<file path="config.mk">
export PLATFORM = sky130hd
export DESIGN_NAME = dwt4db_analysis
export DESIGN_NICKNAME = d
export VERILOG_FILES = /design/src/rtl/dwt4db_analysis.sv
export SDC_FILE = /design/constraint.sdc
export NUM_CORES = 2
export LEC_CHECK = 0
export ABC_CLOCK_PERIOD_IN_PS = 23400
export CAP_MARGIN = 15
export CORE_MARGIN = 4
export CORE_UTILIZATION = 32
export CTS_BUF_LIST = sky130_fd_sc_hd__clkbuf_4 sky130_fd_sc_hd__clkbuf_8 sky130_fd_sc_hd__clkbuf_16
export DETAILED_ROUTE_END_ITERATION = 10
export DONT_BUFFER_PORTS = 1
export PLACE_DENSITY_LB_ADDON = 0.1
export SLEW_MARGIN = 40
export SYNTH_ARGS = -nofsm -noshare
export SYNTH_HDL_FRONTEND = slang
export SYNTH_SLANG_ARGS = --single-unit
</file>
<file path="constraint.sdc">
create_clock -name clk -period 23.4 [get_ports clk]
set_input_delay 3.51 -clock clk [delete_from_list [all_inputs] [get_ports clk]]
set_output_delay 3.51 -clock clk [all_outputs]
set_load 0.02 [all_outputs]
</file>
<file path="src/rtl/dwt4db_analysis.sv">
`default_nettype none
// dwt4db_analysis: one-level Daubechies-4 analysis (Q8 taps), serial x in, registered (a, d) pair out.
// Define DWT4DB_SAT_EN to saturate a/d instead of wrapping.  Rev 1.0
module dwt4db_analysis #(
  parameter int DW = 16
) (
  input  logic          clk,
  input  logic          rst,
  input  logic          clr,
  input  logic [DW-1:0] x,
  input  logic          x_valid,
  output logic [DW-1:0] a,
  output logic [DW-1:0] d,
  output logic          ad_valid
);

  localparam int AW = DW + 10;
  localparam logic signed [9:0] H [4] = '{10'sd124, 10'sd214, 10'sd57, -10'sd33};
  localparam logic signed [9:0] G [4] = '{-10'sd33, -10'sd57, 10'sd214, -10'sd124};

  logic                 phase;
  logic signed [DW-1:0] hist [3];
  logic signed [DW-1:0] win [4];
  logic                 win_valid;
  logic signed [AW-1:0] prod_a [4];
  logic signed [AW-1:0] prod_d [4];
  logic                 prod_valid;
  logic signed [AW-1:0] acc_a;
  logic signed [AW-1:0] acc_d;
  logic signed [DW+1:0] sh_a;
  logic signed [DW+1:0] sh_d;
  logic        [DW-1:0] a_next;
  logic        [DW-1:0] d_next;

  // History is a plain shift register: at an ODD acceptance it holds x[2k], x[2k-1], x[2k-2].
  always_ff @(posedge clk or posedge rst) begin
    if (rst) begin
      phase     <= 1'b0;
      win_valid <= 1'b0;
      for (int i = 0; i < 3; i++) hist[i] <= '0;
      for (int i = 0; i < 4; i++) win[i] <= '0;
    end else if (clr) begin
      phase     <= 1'b0;
      win_valid <= 1'b0;
      for (int i = 0; i < 3; i++) hist[i] <= '0;
      for (int i = 0; i < 4; i++) win[i] <= '0;
    end else begin
      win_valid <= x_valid && phase;
      if (x_valid) begin
        phase   <= ~phase;
        hist[0] <= $signed(x);
        hist[1] <= hist[0];
        hist[2] <= hist[1];
        if (phase) begin
          win[0] <= $signed(x);
          win[1] <= hist[0];
          win[2] <= hist[1];
          win[3] <= hist[2];
        end
      end
    end
  end

  always_ff @(posedge clk or posedge rst) begin
    if (rst) begin
      prod_valid <= 1'b0;
      for (int i = 0; i < 4; i++) begin
        prod_a[i] <= '0;
        prod_d[i] <= '0;
      end
    end else if (clr) begin
      prod_valid <= 1'b0;
      for (int i = 0; i < 4; i++) begin
        prod_a[i] <= '0;
        prod_d[i] <= '0;
      end
    end else begin
      prod_valid <= win_valid;
      if (win_valid) begin
        for (int i = 0; i < 4; i++) begin
          prod_a[i] <= win[i] * H[i];
          prod_d[i] <= win[i] * G[i];
        end
      end
    end
  end

  always_comb begin
    acc_a = prod_a[0] + prod_a[1] + prod_a[2] + prod_a[3];
    acc_d = prod_d[0] + prod_d[1] + prod_d[2] + prod_d[3];
  end

  // Dropping the low 8 bits of a signed value is a floor-rounded arithmetic shift.
  assign sh_a = acc_a[AW-1:8];
  assign sh_d = acc_d[AW-1:8];

  logic unused_low_bits;
  assign unused_low_bits = ^{acc_a[7:0], acc_d[7:0]};

`ifdef DWT4DB_SAT_EN
  localparam logic signed [DW+1:0] SAT_HI = {3'b000, {(DW-1){1'b1}}};
  localparam logic signed [DW+1:0] SAT_LO = {3'b111, {(DW-1){1'b0}}};

  function automatic logic [DW-1:0] sat(input logic signed [DW+1:0] v);
    if (v > SAT_HI)      sat = SAT_HI[DW-1:0];
    else if (v < SAT_LO) sat = SAT_LO[DW-1:0];
    else                 sat = v[DW-1:0];
  endfunction

  assign a_next = sat(sh_a);
  assign d_next = sat(sh_d);
`else
  logic unused_top_bits;
  assign unused_top_bits = ^{sh_a[DW+1:DW], sh_d[DW+1:DW]};
  assign a_next = sh_a[DW-1:0];
  assign d_next = sh_d[DW-1:0];
`endif

  always_ff @(posedge clk or posedge rst) begin
    if (rst) begin
      a        <= '0;
      d        <= '0;
      ad_valid <= 1'b0;
    end else if (clr) begin
      a        <= '0;
      d        <= '0;
      ad_valid <= 1'b0;
    end else begin
      ad_valid <= prod_valid;
      if (prod_valid) begin
        a <= a_next;
        d <= d_next;
      end
    end
  end

endmodule
`default_nettype wire
</file>
==> flow_metrics.py <==
metrics = {
    "detailed_routing": {
        "drc_errors": 0,
        "drtIter0Drc": 1270,
        "routedWlPerCell_um": 21.25,
        "first_pass_iters": 5,
        "vias_per_cell": 4.866,
        "num_vias": 24630,
        "wirelength_um": 107600,
        "drtAntennaViolNets": 0,
    },
    "worst_setup_path": {
        "worst-path-max-fanout": 239,
        "endpoint_kind": "flop",
        "worstSetupStartpointType": "input pin",
        "critical_path_class": "in -> reg",
        "required_ps": 23870,
        "cp.arrival_ps": 6190,
    },
    "layout": {
        "layout-drive-gt1-share": 0.03596,
        "fin_util": 0.3524,
        "area_delta_synth_final_pct": 8.849,
        "n_antenna_cell": 0,
        "fin_nets": 4465,
    },
    "clocking": {
        "hold_buffers": 0,
        "cts_max_path_buffers": 3,
        "cts_buffers": 42,
        "cts_root_buf": "clkbuf_16",
        "cts_tree": "built",
        "clkLatencyLatePin_ps": 590,
        "cts_setup_buffers": 0,
        "cts_sinks": 323,
        "cts.clk_slew.worst_paths_ps": 60,
        "h-tree-depth": 2,
        "cts_resized": 0,
    },
    "timing": {
        "period_share": 0.2443,
        "fin_ws_ps": 17680,
        "fin_crit_ps": 5717,
        "setup_viol": 0,
        "finalHoldViolCount": 0,
        "rsz0062_at_grt": "no",
        "holdWs_ps": 508.8,
        "worst_clock_skew_ps": 23.59,
        "slew_viol_final": 0,
        "finalSetupTns_ps": 0,
        "worst_pin_slew_ps": 875.1,
        "max_freq_mhz": 174.9,
        "slew_headroom": 0.4104,
    },
    "synth": {
        "synthCells": 3674,
        "synth_area_leaders": "dfrtp_1 (24%), fa_1 (21%), ha_1 (16%), inv_1 (7.8%), a21oi_1 (3.5%)",
        "ys_seq_area_frac": 0.2358,
        "synthesis.area_sq_mm": 0.03427,
        "ys_warn_count": 0,
        "ys_types": 81,
        "syn_nets": 4499,
        "syn_area_per_cell_sq_um": 9.329,
        "yosysTopAreaCellShare": 0.2358,
        "synthArstFlopShare": 1.000,
        "ys_seq_elements": 323,
        "synth_edf_count": 0,
        "yosys.area.top_type": "dfrtp_1",
        "synth-main-ff-cell": "dfrtp_1",
    },
    "global_route": {
        "grt_remaining_overflow": 0,
        "antenna_found_initial": 2,
        "grt_use_total": 0.1958,
        "first_global_vias": 26130,
        "grt_start_max_net_pins": 240,
        "grt_pass1_wl_um": 166800,
    },
    "run": {
        "maxCapViolCount": 0,
    },
    "placed_design": {
        "post-dp-hpwl_um": 86780,
        "post-place-ws_ps": 17020,
        "gp_congestion": 0.8119,
        "io_buffers": 0,
    },
    "hold_path": {
        "hold_path.class": "reg -> reg",
    },
    "floorplan": {
        "rows": 119,
        "pin_count": 53,
        "fp.dieW_um": 335.3,
        "initial_utilization": 0.3238,
        "core_area_sq_mm": 0.1059,
        "die-height_um": 335.3,
        "die-area_sq_mm": 0.1124,
    },
    "power": {
        "powerDensity_mw_per_mm2": 47.81,
        "finalPower_mw": 1.784,
        "ir_drop_mv": 0.04678,
        "p_leak_nw": 18.94,
    },
    "run_status": {
        "status": "finished clean",
    },
}
==> worst paths after layout <==
path                            start    endpoint  slack, ps  depth (start not counted)
setup / recovery                  clr       d[14]      17680                          6
hold / removal             prod_d[62]  prod_d[62]        510                          2
setup reg to reg              win[53]  prod_d[94]      18090                         16
hold reg to reg            prod_d[62]  prod_d[62]        510                          2
max in group asynchronous         rst     win[30]      18650                          3
min in group asynchronous         rst    hist[38]       2850                          1
==> synthesized netlist by cell type (16+ instances only) <==
cell type  count
inv_1        708
xnor2_1       94
nand3_1       44
a21o_1        76
clkbuf_1      77
or3_1         18
xor2_1        63
nor3_1        31
o21ai_0      127
nor2_1       243
o21a_1        29
o211ai_1      18
buf_1         18
a31oi_1       17
nand2_1      302
mux2i_1      110
o21bai_1      17
a211oi_1      45
fa_1         354
a21oi_1      237
nor2b_1       23
and2_1        16
ha_1         451
dfrtp_1      323
and3_1        17
==> metrics by stage <==
step | area [sq um] | std cells
after detailed placement | 35830 | 4987
after floorplan | 34270 | 3674
after global placement | 35810 | 4987
final | 37310 | 5062
after CTS | 37300 | 5062
after global routing | 37310 | 5062
==> logic make-up after synthesis <==
group / count (synthesis) / share of synthesized area
muxes: 115 / 0.03377
xor gates and xnor gates: 157 / 0.04012
adders and majority gates: 805 / 0.3714
DFF: 323 / 0.2358
and+or+nand+nor: 767 / 0.09911
AOI/OAI and AO/OA: 701 / 0.1315
buffers and inverters: 806 / 0.08831
==> sequential cells by signal, indices dropped and copies added, names as in the netlist <==
signal and count:
a 16, ad_valid 1, d 16, hist 48
phase 1, prod_a 86, prod_d 89, prod_valid 1
win 64, win_valid 1
==> layout make-up <==
type | instances | area (sq um)
Timing Repair Buffer | 18 | 146.4
Tap cell | 1391 | 1740
Sequential cell | 323 | 8088
Inverter | 710 | 2673
Multi-Input combinational cell | 2545 | 23190
Clock inverter | 12 | 156.4
Fill cell | 10990 | 68560
Clock buffer | 63 | 1314
==> cell usage in the layout (no fill, tap or decap), types with 10 or more instances in the layout <==
| cell | netlist | routed |
|---|---|---|
| a211oi_1 | 45 | 45 |
| a21o_1 | 76 | 76 |
| a21oi_1 | 237 | 237 |
| a31oi_1 | 17 | 17 |
| and2_1 | 16 | 15 |
| and3_1 | 17 | 17 |
| buf_4 | 0 | 15 |
| clkbuf_16 | 0 | 43 |
| clkbuf_8 | 0 | 14 |
| dfrtp_1 | 323 | 321 |
| fa_1 | 354 | 354 |
| ha_1 | 451 | 451 |
| inv_1 | 708 | 706 |
| mux2i_1 | 110 | 110 |
| nand2_1 | 302 | 300 |
| nand2b_1 | 11 | 11 |
| nand3_1 | 44 | 44 |
| nand4_1 | 14 | 14 |
| nor2_1 | 243 | 242 |
| nor2b_1 | 23 | 23 |
| nor3_1 | 31 | 30 |
| o211ai_1 | 18 | 18 |
| o21a_1 | 29 | 29 |
| o21ai_0 | 127 | 127 |
| o21ai_1 | 10 | 10 |
| o21bai_1 | 17 | 17 |
| or2_2 | 12 | 12 |
| or3_1 | 18 | 18 |
| xnor2_1 | 94 | 94 |
| xor2_1 | 63 | 63 |
==> report_power, final <==
group / switching [mW] / internal (mW) / total, mW
registers: 0.0250 / 0.572 / 0.597
clock network: 0.272 / 0.421 / 0.693
logic: 0.316 / 0.178 / 0.494
==> per-layer routing <==
layer  global-route usage  wire length (um)
met5                    0                 0
met4              0.04148              2310
met3              0.02395              3136
met2               0.3306             51030
met1               0.2702             51100
==> critical path, stage by stage <==
cell	delay [ps]
clkinv_1	620
buf_4	460
nand2_1	540
inv_1	380
and2_1	270
a221o_1	310
(Power assumes the default switching activity.)
